**src/rtl/io_uart_fifo.sv**
```systemverilog
// 8N1 UART on the J1 I/O bus with RX/TX FIFOs, sticky status flags and a baud divisor.
// Optional IRQ-enable register and registered irq output when IO_UART_IRQ_EN is defined.
`timescale 1ns/1ps
module io_uart_fifo #(
    parameter int unsigned CLK_HZ    = 12000000,
    parameter int unsigned BAUD      = 115200,
    parameter logic [15:0] BASE_ADDR = 16'h4000,
    parameter int unsigned RX_DEPTH  = 16,
    parameter int unsigned TX_DEPTH  = 16
) (
    input  logic        clk,
    input  logic        reset,
    input  logic        io_rd,
    input  logic        io_wr,
    input  logic [15:0] io_addr,
    input  logic [15:0] io_dout,
    output logic [15:0] io_din,
    input  logic        uart_rx,
    output logic        uart_tx,
    output logic        irq
);

    localparam int unsigned DIV  = CLK_HZ / BAUD;
    localparam int unsigned HALF = DIV / 2;
    localparam int          CW   = $clog2(DIV + 1);
    localparam logic [CW-1:0] DIV_LAST  = CW'(DIV - 1);
    localparam logic [CW-1:0] HALF_LAST = CW'(HALF - 1);
    localparam int RAW = $clog2(RX_DEPTH);
    localparam int TAW = $clog2(TX_DEPTH);

    typedef enum logic [1:0] {S_IDLE, S_START, S_DATA, S_STOP} uart_state_t;

    // Bus protocol: io_rd/io_wr are single-cycle strobes qualified by io_addr; read data is
    // combinational in the strobe cycle, and every side effect (pop, push, flag clear)
    // commits on the clock edge that ends that cycle. No stall or ready exists.
    logic sel_rxdata, sel_txdata, sel_status, status_rd;
    assign sel_rxdata = (io_addr == BASE_ADDR);
    assign sel_txdata = (io_addr == BASE_ADDR + 16'd1);
    assign sel_status = (io_addr == BASE_ADDR + 16'd2);
    assign status_rd  = io_rd && sel_status;

    // RX FIFO
    logic [7:0]   rx_mem [RX_DEPTH];
    logic [RAW:0] rx_wr_ptr, rx_rd_ptr, rx_level;
    logic         rx_empty, rx_full, rx_pop, rx_push_req, rx_push_ok, rx_overrun_evt;
    logic [7:0]   rx_head, rx_shift, rx_count8;

    assign rx_empty = (rx_wr_ptr == rx_rd_ptr);
    assign rx_full  = (rx_wr_ptr[RAW] != rx_rd_ptr[RAW]) &&
                      (rx_wr_ptr[RAW-1:0] == rx_rd_ptr[RAW-1:0]);
    assign rx_head  = rx_mem[rx_rd_ptr[RAW-1:0]];
    assign rx_pop   = io_rd && sel_rxdata && !rx_empty;
    // A pop in the same cycle frees the slot, so a push into a full FIFO still lands.
    assign rx_push_ok     = rx_push_req && (!rx_full || rx_pop);
    assign rx_overrun_evt = rx_push_req && rx_full && !rx_pop;
    assign rx_level  = rx_wr_ptr - rx_rd_ptr;
    assign rx_count8 = (32'(rx_level) > 32'd255) ? 8'hFF : 8'(rx_level);

    always_ff @(posedge clk) begin
        if (rx_push_ok) rx_mem[rx_wr_ptr[RAW-1:0]] <= rx_shift;
    end

    always_ff @(posedge clk or posedge reset) begin
        if (reset) begin
            rx_wr_ptr <= '0;
            rx_rd_ptr <= '0;
        end else begin
            if (rx_push_ok) rx_wr_ptr <= rx_wr_ptr + 1'b1;
            if (rx_pop)     rx_rd_ptr <= rx_rd_ptr + 1'b1;
        end
    end

    // TX FIFO
    logic [7:0]   tx_mem [TX_DEPTH];
    logic [TAW:0] tx_wr_ptr, tx_rd_ptr;
    logic         tx_empty, tx_full, tx_push, tx_pop, tx_drop_evt, tx_idle;
    logic [7:0]   tx_head;
    uart_state_t  tx_state;
    logic [CW-1:0] tx_cnt;
    logic [2:0]   tx_bit;
    logic [7:0]   tx_shift;

    assign tx_empty    = (tx_wr_ptr == tx_rd_ptr);
    assign tx_full     = (tx_wr_ptr[TAW] != tx_rd_ptr[TAW]) &&
                         (tx_wr_ptr[TAW-1:0] == tx_rd_ptr[TAW-1:0]);
    assign tx_head     = tx_mem[tx_rd_ptr[TAW-1:0]];
    assign tx_push     = io_wr && sel_txdata && !tx_full;
    assign tx_drop_evt = io_wr && sel_txdata && tx_full;
    assign tx_pop      = !tx_empty && ((tx_state == S_IDLE) ||
                                       (tx_state == S_STOP && tx_cnt == DIV_LAST));
    assign tx_idle     = tx_empty && (tx_state == S_IDLE);

    always_ff @(posedge clk) begin
        if (tx_push) tx_mem[tx_wr_ptr[TAW-1:0]] <= io_dout[7:0];
    end

    always_ff @(posedge clk or posedge reset) begin
        if (reset) begin
            tx_wr_ptr <= '0;
            tx_rd_ptr <= '0;
        end else begin
            if (tx_push) tx_wr_ptr <= tx_wr_ptr + 1'b1;
            if (tx_pop)  tx_rd_ptr <= tx_rd_ptr + 1'b1;
        end
    end

    // TX FSM; a pop at the end of STOP chains straight into the next START.
    always_ff @(posedge clk or posedge reset) begin
        if (reset) begin
            tx_state <= S_IDLE;
            tx_cnt   <= '0;
            tx_bit   <= '0;
            tx_shift <= '0;
            uart_tx  <= 1'b1;
        end else begin
            case (tx_state)
                S_IDLE: begin
                    if (tx_pop) begin
                        tx_shift <= tx_head;
                        tx_cnt   <= '0;
                        tx_state <= S_START;
                        uart_tx  <= 1'b0;
                    end
                end
                S_START: begin
                    if (tx_cnt == DIV_LAST) begin
                        tx_cnt   <= '0;
                        tx_bit   <= '0;
                        tx_state <= S_DATA;
                        uart_tx  <= tx_shift[0];
                    end else tx_cnt <= tx_cnt + 1'b1;
                end
                S_DATA: begin
                    if (tx_cnt == DIV_LAST) begin
                        tx_cnt <= '0;
                        if (tx_bit == 3'd7) begin
                            tx_state <= S_STOP;
                            uart_tx  <= 1'b1;
                        end else begin
                            tx_bit   <= tx_bit + 3'd1;
                            tx_shift <= {1'b0, tx_shift[7:1]};
                            uart_tx  <= tx_shift[1];
                        end
                    end else tx_cnt <= tx_cnt + 1'b1;
                end
                S_STOP: begin
                    if (tx_cnt == DIV_LAST) begin
                        tx_cnt <= '0;
                        if (tx_pop) begin
                            tx_shift <= tx_head;
                            tx_state <= S_START;
                            uart_tx  <= 1'b0;
                        end else tx_state <= S_IDLE;
                    end else tx_cnt <= tx_cnt + 1'b1;
                end
                default: tx_state <= S_IDLE;
            endcase
        end
    end

    // RX path: 2-flop synchroniser plus a delayed copy for falling-edge detection.
    logic rx_s1, rx_s2, rx_prev, rx_ferr_evt;
    uart_state_t   rx_state;
    logic [CW-1:0] rx_cnt;
    logic [2:0]    rx_bit;

    always_ff @(posedge clk or posedge reset) begin
        if (reset) begin
            rx_s1       <= 1'b1;
            rx_s2       <= 1'b1;
            rx_prev     <= 1'b1;
            rx_state    <= S_IDLE;
            rx_cnt      <= '0;
            rx_bit      <= '0;
            rx_shift    <= '0;
            rx_push_req <= 1'b0;
            rx_ferr_evt <= 1'b0;
        end else begin
            rx_s1       <= uart_rx;
            rx_s2       <= rx_s1;
            rx_prev     <= rx_s2;
            rx_push_req <= 1'b0;
            rx_ferr_evt <= 1'b0;
            case (rx_state)
                S_IDLE: begin
                    if (rx_prev && !rx_s2) begin
                        rx_cnt   <= '0;
                        rx_state <= S_START;
                    end
                end
                S_START: begin
                    if (rx_cnt == HALF_LAST) begin
                        rx_cnt   <= '0;
                        rx_bit   <= '0;
                        rx_state <= rx_s2 ? S_IDLE : S_DATA;
                    end else rx_cnt <= rx_cnt + 1'b1;
                end
                S_DATA: begin
                    if (rx_cnt == DIV_LAST) begin
                        rx_cnt   <= '0;
                        rx_shift <= {rx_s2, rx_shift[7:1]};
                        if (rx_bit == 3'd7) rx_state <= S_STOP;
                        else rx_bit <= rx_bit + 3'd1;
                    end else rx_cnt <= rx_cnt + 1'b1;
                end
                S_STOP: begin
                    if (rx_cnt == DIV_LAST) begin
                        rx_cnt      <= '0;
                        rx_state    <= S_IDLE;
                        rx_push_req <= rx_s2;
                        rx_ferr_evt <= !rx_s2;
                    end else rx_cnt <= rx_cnt + 1'b1;
                end
                default: rx_state <= S_IDLE;
            endcase
        end
    end

    // Sticky flags: a set event in the same cycle as a STATUS read wins over the clear.
    logic rx_overrun, tx_drop, frame_err;
    always_ff @(posedge clk or posedge reset) begin
        if (reset) begin
            rx_overrun <= 1'b0;
            tx_drop    <= 1'b0;
            frame_err  <= 1'b0;
        end else begin
            if (rx_overrun_evt) rx_overrun <= 1'b1;
            else if (status_rd) rx_overrun <= 1'b0;
            if (tx_drop_evt)    tx_drop <= 1'b1;
            else if (status_rd) tx_drop <= 1'b0;
            if (rx_ferr_evt)    frame_err <= 1'b1;
            else if (status_rd) frame_err <= 1'b0;
        end
    end

    logic [15:0] status_word;
    assign status_word = {rx_count8, 2'b00, frame_err, tx_drop, rx_overrun,
                          tx_idle, tx_full, !rx_empty};

`ifdef IO_UART_IRQ_EN
    logic       sel_irqen;
    logic [1:0] irq_en;
    assign sel_irqen = (io_addr == BASE_ADDR + 16'd3);

    always_ff @(posedge clk or posedge reset) begin
        if (reset) begin
            irq_en <= 2'b00;
            irq    <= 1'b0;
        end else begin
            if (io_wr && sel_irqen) irq_en <= io_dout[1:0];
            irq <= (irq_en[0] & !rx_empty) | (irq_en[1] & tx_idle) | rx_overrun;
        end
    end
`else
    assign irq = 1'b0;
`endif

    always_comb begin
        io_din = 16'h0000;
        if (io_rd) begin
            if (sel_rxdata)      io_din = rx_empty ? 16'h0000 : {8'h00, rx_head};
            else if (sel_status) io_din = status_word;
`ifdef IO_UART_IRQ_EN
            else if (sel_irqen)  io_din = {14'b0, irq_en};
`endif
        end
    end

    logic unused_dout;
    assign unused_dout = &{1'b0, io_dout[15:8]};

endmodule

```
**config.mk**
```make
export PLATFORM = sky130hd
export DESIGN_NAME = io_uart_fifo
export DESIGN_NICKNAME = d
export VERILOG_FILES = /design/src/rtl/io_uart_fifo.sv
export SDC_FILE = /design/constraint.sdc
export NUM_CORES = 1
export LEC_CHECK = 0
export CORE_AREA = 2 2 161 202
export CTS_CLUSTER_SIZE = 14
export DETAILED_ROUTE_END_ITERATION = 6
export DIE_AREA = 0 0 163 204
export PLACE_DENSITY = 0.71
export RECOVER_POWER = 100
export SYNTH_ARGS = -nofsm -noshare
export SYNTH_HDL_FRONTEND = slang
export SYNTH_SLANG_ARGS = --single-unit
```
**constraint.sdc**
```tcl
create_clock -name clk -period 8.1 [get_ports clk]
set_input_delay 2.025 -clock clk [delete_from_list [all_inputs] [get_ports clk]]
set_output_delay 2.025 -clock clk [all_outputs]
set_load 0.01 [all_outputs]
```
# --- Word-level counts from Yosys, hierarchy flattened ---
# Memory sizes are Yosys's and may differ from the RTL's.
# Index checks and enable logic that the tools add are counted.
totals:
  regBits: 69
  latch_bits: 0
  mem_bits_rw: 256
  mem_bits_ro: 0
  input_bits: 37
  output_inout_bits: 18
  word_cells: 160
  mem_count: 2
memory_table:
  columns: ["memory", "words", "width", "rd", "rd_ports_with_merged_regs", "write_ports", "line", "text"]
  rows:
  - ["rx_mem", 16, 8, 1, 0, 1, "43", "logic [7:0] rx_mem [RX_DEPTH];"]
  - ["tx_mem", 16, 8, 1, 0, 1, "74", "logic [7:0] tx_mem [TX_DEPTH];"]
op_classes:
  add_sub_neg: 9
  mul: 0
  div_mod_pow: 0
  order_cmp: 0
  eq_ne: 32
  n_shift: 0
  mux: 56
  bitwise: 0
  n_reduce_logical: 40
op_table:
  columns: ["cell", "n"]
  rows:
  - ["== test 16 x 15 -> 1 bit (second input constant)", 3]
  - ["2-to-1 mux 8 bit", 5]
  - ["2-to-1 mux 13 bit", 3]
  - ["2-to-1 mux 7 bit", 5]
  - ["case mux 8 bit (3 select lines)", 1]
  - ["2-to-1 mux 2 bit", 11]
  - ["!= test 2 bit (second input constant)", 11]
  - ["case mux 7 bit (3 select lines)", 1]
  - ["adder 5 x 1 -> 5 bit (second input constant)", 4]
  - ["2-to-1 mux 1 bit", 18]
  - ["2-to-1 mux 3 bit", 6]
  - ["case mux 2 bit (4 select lines)", 2]
  - ["logical AND 1 bit", 15]
  - ["adder 7 x 1 -> 7 bit (second input constant)", 2]
  - ["== test 7 bit (second input constant)", 2]
  - ["case mux 7 bit (2 select lines)", 1]
  - ["case mux 3 bit (2 select lines)", 2]
  - ["AND reduction 4 bit", 3]
  - ["== test 5 bit", 2]
  - ["AND reduction 5 bit", 2]
  - ["nonzero test 2 bit", 5]
  - ["== test 2 bit (second input constant)", 4]
  - ["== test 4 bit", 2]
  - ["== test 7 x 6 -> 1 bit (second input constant)", 1]
  - ["15 further kinds", 26]

# --- Longest topological paths before layout ---
# Gate-level depths: netlist of the first run.
logic_depth:
  ltp_word: 7
  mapped_depth: 10

# --- Worst setup path after synthesis of the first run ---
# No wires, ideal clock.
synth_timing:
  path_type: "input port to output port"
  start: "input port io_addr[13]"
  end: "output port io_din[1]"
  arrival_time_ps: 3428
  setup_slack_ps: 2647
  cell_stages: 5
  n_path_buf: 1
  cell_sequence: "nor4b_2 > nand4b_1 > or3_1 > clkbuf_1 > o2bb2ai_1"
synth_between:
  elab_chain_cells: 4
  elab_cells_between_ends: 5
  cone_classes: "eq/ne (2); mux (3)"
synth_rtl:
  columns: ["item", "line", "text"]
  rows:
  - ["start: declaration", "15", "input logic [15:0] io_addr,"]
  - ["== test 16 x 15 -> 1 bit", "39", "assign sel_status = (io_addr == BASE_ADDR + 16'd2);"]
  - ["2-to-1 mux 13 bit", "262", "else if (sel_status) io_din = status_word;"]
  - ["2-to-1 mux 13 bit (*)", "261", "if (sel_rxdata) io_din = rx_empty ? 16'h0000 : {8'h00, rx_head};"]
  - ["2-to-1 mux 13 bit (*)", "260", "if (io_rd) begin"]
  - ["end: declaration", "17", "output logic [15:0] io_din,"]
# Mark *: on every way between the ends. The rest lies on a longest branch, timed or not.

# --- Final worst setup path of the first run ---
layout_timing:
  start: "input port io_addr[12]"
  end: "output port io_din[4]"
# The elaborated chain is that of the path after synthesis.

==> results of run 1 <==
[final timing paths]
kind | from | to | slack, ps | depth (start not counted)
max | io_addr[12] | io_din[4] | 1070 | 7
min | rx_s1 | rx_s2 | 360 | 0
max reg2reg | tx_rd_ptr[0] | tx_mem[7][5] | 3260 | 6
min reg2reg | rx_s1 | rx_s2 | 360 | 0
max in group asynchronous | reset | tx_rd_ptr[0] | 2200 | 3
min in group asynchronous | reset | rx_cnt[0] | 3420 | 3
[through the flow]
step / setup slack, ps / hold slack [ps] / instances
floorplan: 2650 / 345 / 832
global placement: 1480 / 349 / 1257
detailed placement: 1470 / 349 / 1257
CTS: 1460 / 358 / 1313
global route: 857 / 364 / 1313
finish: 1070 / 362 / 1313
[area by class of cell]
| cell class | count | share of cell area, % |
|---|---|---|
| Multi-Input combinational cell | 434 | 26.2 |
| Sequential cell | 325 | 60.3 |
| Timing Repair Buffer | 56 | 3.13 |
| Clock inverter | 14 | 0.849 |
| Inverter | 30 | 0.729 |
| Clock buffer | 42 | 5.43 |
| Tap cell | 412 | 3.30 |
[cells by family after synthesis]
kind of cell / count (synthesis)
AO/OA/AOI/OAI: 85
XOR/XNOR: 29
adder cells (fa/ha/maj): 27
buffers and inverters: 73
flip-flops: 325
multiplexers: 94
other: 1
AND/OR/NAND/NOR: 195
[state kept, by name, summed over array words and instances, names as in the netlist, 2 cells and up, named ones only]
signal / cells
tx_cnt: 7
tx_shift: 8
rx_bit: 3
rx_rd_ptr: 5
tx_state: 2
rx_shift: 8
rx_cnt: 7
tx_mem: 128
tx_rd_ptr: 5
rx_wr_ptr: 5
rx_mem: 128
tx_bit: 3
tx_wr_ptr: 5
[power groups by stage]
stage	combinational, W	clock, W	sequential (W)
floorplan	0.0000653	0	0.00186
global placement	0.0000923	0	0.00187
detailed placement	0.0000967	0	0.00187
CTS	0.0000963	0.00142	0.00184
global route	0.000107	0.00149	0.00184
finish	0.0000925	0.00139	0.00184
[per-layer routing]
| metal | vias up | routed length, um |
|---|---|---|
| met2 | 150 | 14100 |
| met5 | - | 0 |
| met1 | 3692 | 10800 |
| met3 | 30 | 1100 |
| met4 | 0 | 533 |
| li1 | 3309 | - |
[Yosys cell counts (all sizes together), types with 19 or more instances]
cell    count
nor2       51
nand3      24
inv        30
buf        24
mux4       73
o21ai      21
dfrtp      65
edfxtp    256
ha         26
nand2      46
xnor2      19
clkbuf     19
==> results.json, run 1 <==
{
  "outcome": "finished with violations",
  "violations": "max-capacitance violations, max-slew violations",
  "initial_core_util_pct": 44.1,
  "power_density_nw_per_um2": 213,
  "slowest_stage": "dlygate4sd3_1",
  "synth-compound-area-share_pct": 4.63,
  "regArea_um2": 9420,
  "max_slew_margin_pct": -154,
  "fillers": 2630,
  "gp_congestion": 0.824,
  "cp_data_arrival_time_ps": 5000,
  "ios": 55,
  "vias_per_cell": 5.47,
  "endpoint_kind": "output port",
  "yosysSeqAreaShare_pct": 67.8,
  "wl_per_cell_um": 20.2,
  "dpl.hpwl_um": 16900,
  "finalSetupViolCount": 0,
  "port_buffers": 42,
  "area_delta_synth_final_pct": 12.4,
  "use_met3_pct": 2.60,
  "drive_above_1_share_pct": 16.8,
  "cp-start-kind": "primary input",
  "grt_pass1_vias": 7387,
  "drt_iter0_markers": 569,
  "fp.dieW_um": 163,
  "wirelength_um": 26600,
  "dr.pass1.iters": 5,
  "busiest_layer": "met2",
  "path_delay_family": "buffers and inverters",
  "period_share_pct": 86.8,
  "power.total_w": 0.00332,
  "drc": 0,
  "cts_hold_buf": 0,
  "async_reset_ff_share_pct": 21.2,
  "finalCriticalPeriod_ps": 7030,
  "antenna_found_initial": 0,
  "synth.distinct_cells": 71,
  "yosys.area_share.simple_pct": 7.36,
  "grt_use_total_pct": 16.3,
  "htreeDepth": 1,
  "final_util_pct": 49.5,
  "synth_top_family_by_area": "multiplexers",
  "grt_start_max_net_pins": 70,
  "layout_commonest_cell": "edfxtp_1",
  "max_freq_ghz": 0.142,
  "clk_root_buffer_cell": "clkbuf_16",
  "synth_area_leader_cell": "edfxtp_1",
  "synthAdderAreaFrac_pct": 2.49,
  "numCtsBuffers": 31,
  "yosys-top-cells-area": "edfxtp_1, mux4_2, dfrtp_1, ha_1, nor2_1",
  "die_area_um2": 33300,
  "dpl_cell_area_um2": 14700,
  "skew_ps": 14.8,
  "synthMuxAreaShare_pct": 13.4,
  "synth_ff_type": "edfxtp_1",
  "hold_path.class": "register to register",
  "syn_inst": 829,
  "worstSkewPairLatency_ps": 550,
  "cp.required_ps": 6080,
  "synth_edf_count": 256,
  "p_int_w": 0.00265,
  "synth_xor_xnor_area_share_pct": 1.83,
  "pwr-share-comb_pct": 2.8,
  "ys_ff_latch": 325,
  "cp_slowest_stage_delay_ps": 660,
  "power_frac_clock_pct": 41.8,
  "gr-total-overflow": 0,
  "rsz0062_at_grt": "false",
  "die_y_um": 204,
  "seqPwrFrac_pct": 55.4,
  "cts_resized": 0,
  "final-hold-violation-count": 0,
  "crit_buf_inv": 3,
  "vias": 7181,
  "worstPathMaxFanout": 13,
  "clock_path_buffers": 3,
  "n_antenna_cell": 0,
  "gr-usage-met2_pct": 29.1,
  "yosys_warnings": 0,
  "grt_pass1_wl_um": 41600,
  "post_cts_buffers": 0,
  "slew_viol_final": 90,
  "syn-cell-area_um2": 13900,
  "cp_common_cell": "dlygate4sd3_1",
  "vdd_drop_max_mv": 0.200,
  "cap_viol_max_count": 3,
  "tns_ps": 0,
  "crit_chain": "dlygate4sd3_1 > nor4b_1 > nand4b_1 > nor4_1 > clkbuf_1 > o2bb2ai_1 > dlygate4sd3_1",
  "critical_path_class": "primary input to output port",
  "layout.nets": 942,
  "switching_share_pct": 20.3,
  "synth.top_cell.area_share_pct": 55.3,
  "rows": 73,
  "finalInstanceArea_um2": 15600,
  "clock-sinks": 325,
  "clkTransAtPathRegs_ps": 60,
  "synth.avg_cell_area_um2": 16.8,
  "core_area_um2": 31500,
  "ant_nets": 0,
  "cts_tree": "done",
  "layout_common_cells": "edfxtp_1, mux4_2, dfrtp_1, nor2_1, nand2_1",
  "gr-usage-met1_pct": 20.7,
  "tightest_slew_ps": 3810,
  "cellLeakagePower_nw": 5.44,
  "multi_input_area_um2": 4090,
  "p_sw_w": 0.000674
}
No activity file was read; power rests on OpenSTA's default activity.
==> inputs of run 2 (changes only) <==
--- a/config.mk
+++ b/config.mk
@@ -10,7 +10,6 @@
 export DETAILED_ROUTE_END_ITERATION = 6
 export DIE_AREA = 0 0 163 204
 export PLACE_DENSITY = 0.71
-export RECOVER_POWER = 100
 export SYNTH_ARGS = -nofsm -noshare
 export SYNTH_HDL_FRONTEND = slang
 export SYNTH_SLANG_ARGS = --single-unit
==> run 2 against run 1 <==
The run now ends clean; maximum frequency grew 5.9%; first-iteration DRC count shrank 3.2%; hold slack lost 5.2 ps; combinational power grew 2.4%; clock power is essentially flat; flip-flop and latch count is the same; clock skew shrank 2.8 ps; clock-buffer cell count is the same; critical path type unchanged; largest power group unchanged; highest routed layer unchanged.
==> results.json, run 2 (synthesis gave the netlist of run 1 again) <==
{
  "cp-start-kind": "primary input",
  "outcome": "complete, no violations",
  "layout_commonest_cell": "edfxtp_1",
  "layout_common_cells": "edfxtp_1, mux4_2, dfrtp_1, nor2_1, nand2_1",
  "clkTransAtPathRegs_ps": 60,
  "die_y_um": 204,
  "ant_nets": 0,
  "htreeDepth": 1,
  "antenna_found_initial": 0,
  "core_area_um2": 31500,
  "cp_data_arrival_time_ps": 4610,
  "worstReg2RegStart": "tx_rd_ptr[0]",
  "slowest_stage": "or3_1",
  "slew_viol_final": 0,
  "rsz0062_at_grt": "false",
  "dp.cells": 1257,
  "finalCriticalPeriod_ps": 6640,
  "cp_slowest_stage_delay_ps": 670,
  "setup_ws_ps": 1460,
  "max_slew_margin_pct": 22.5,
  "cts_tree": "done",
  "drc": 0,
  "ios": 55,
  "startpoint": "io_addr[6]",
  "gr-total-overflow": 0,
  "instances_no_fill": 1313,
  "critical_path_class": "primary input to output port",
  "cap_viol_max_count": 0,
  "gp_congestion": 0.824,
  "worstSkewPairLatency_ps": 550,
  "r2r_cells": 6,
  "final_util_pct": 49.8,
  "skew_ps": 12.0,
  "dr.pass1.iters": 5,
  "pre_cts_slack_ps": 1470,
  "initial_core_util_pct": 44.1,
  "cp_common_cell": "clkdlybuf4s50_1",
  "worstPathMaxFanout": 13,
  "clock_path_buffers": 3,
  "grt_pass1_wl_um": 41600,
  "cts_resized": 0,
  "cellLeakagePower_nw": 5.44,
  "grt_pass1_vias": 7387,
  "dpl.hpwl_um": 16900,
  "period_share_pct": 81.9,
  "hold_path.class": "register to register",
  "rrSetupSlack_ps": 4750,
  "power_density_nw_per_um2": 212,
  "wl_per_cell_um": 20.3,
  "final-hold-violation-count": 0,
  "whs_path_depth": 0,
  "fp.dieW_um": 163,
  "vias": 7161,
  "vias_per_cell": 5.45,
  "drive_above_1_share_pct": 18.8,
  "grt_use_total_pct": 16.3,
  "finalSetupViolCount": 0,
  "drt_iter0_markers": 551,
  "layout.nets": 942,
  "tightest_slew_ps": 1160,
  "wirelength_um": 26600,
  "crit_chain": "clkdlybuf4s50_1 > nor4_2 > nand4b_1 > or3_1 > o2bb2ai_1 > clkdlybuf4s50_1",
  "vdd_drop_max_mv": 0.200,
  "rr_endpoint": "tx_mem[7][5]",
  "grt_start_max_net_pins": 70,
  "clk_root_buffer_cell": "clkbuf_16",
  "cp.required_ps": 6080,
  "post_cts_buffers": 0,
  "rows": 73,
  "numCtsBuffers": 31,
  "clock-sinks": 325,
  "area_delta_synth_final_pct": 13.0,
  "max_freq_ghz": 0.151,
  "die_area_um2": 33300,
  "port_buffers": 42,
  "endpoint": "io_din[4]",
  "endpoint_kind": "output port",
  "cts_hold_buf": 0,
  "tns_ps": 0,
  "n_antenna_cell": 0
}
-- run 2: changes by cell type in the layout (fill, tap and decap cells not counted), moves of 2 or more --
| cell | before | now |
|---|---|---|
| nor3_1 | 12 | 10 |
| dlygate4sd3_1 | 25 | 0 |
| nor3_2 | 0 | 2 |
| clkdlybuf4s50_1 | 17 | 42 |
| clkbuf_1 | 18 | 8 |
| buf_4 | 4 | 14 |
-- run 2: final cells by class --
type | count | area, um2
inverters | 30 | 114
multi-input cells | 434 | 4150
clock inverters | 14 | 133
clock buffers | 42 | 847
fillers | 2606 | 15800
repair buffers | 56 | 526
flip-flops and latches | 325 | 9420
well taps | 412 | 515
-- run 2: where the power goes --
group / internal (W) / switching, W / leakage [nW] / total [W]
clock: 0.000794 / 0.000593 / 0.473 / 0.00139
sequential: 0.00181 / 0.0000294 / 3.28 / 0.00184
combinational: 0.0000441 / 0.0000506 / 1.69 / 0.0000947
-- run 2: worst min-delay path by stage --
stage	start	to	slack [ps]
final	rx_s1	rx_s2	360
after global routing	rx_s1	rx_s2	360
after floorplan	rx_s1	rx_s2	350
after global placement	rx_s1	rx_s2	350
after CTS	rx_s1	rx_s2	360
after detailed placement	rx_s1	rx_s2	350
-- run 2: metrics by stage --
stage | cell area (um2) | hold WS (ps) | total power [W]
floorplan | 13900 | 345 | 0.00193
global placement | 14700 | 349 | 0.00197
detailed placement | 14700 | 349 | 0.00197
CTS | 15700 | 358 | 0.00335
global route | 15700 | 359 | 0.00344
finish | 15700 | 357 | 0.00332
-- run 2: critical path: cells and delay by family --
| kind | cells | cell delay, ps |
|---|---|---|
| AOI/OAI and AO/OA | 1 | 310 |
| buffers and inverters | 2 | 1010 |
| and+or+nand+nor | 3 | 1270 |
-- run 2: per-layer routing --
| layer | up-vias | routed length (um) | GRT usage [%] |
|---|---|---|---|
| met4 | 0 | 506 | 4.52 |
| li1 | 3305 | - | - |
| met5 | - | 0 | 0 |
| met3 | 26 | 1140 | 2.60 |
| met1 | 3686 | 10800 | 20.7 |
| met2 | 144 | 14200 | 29.1 |
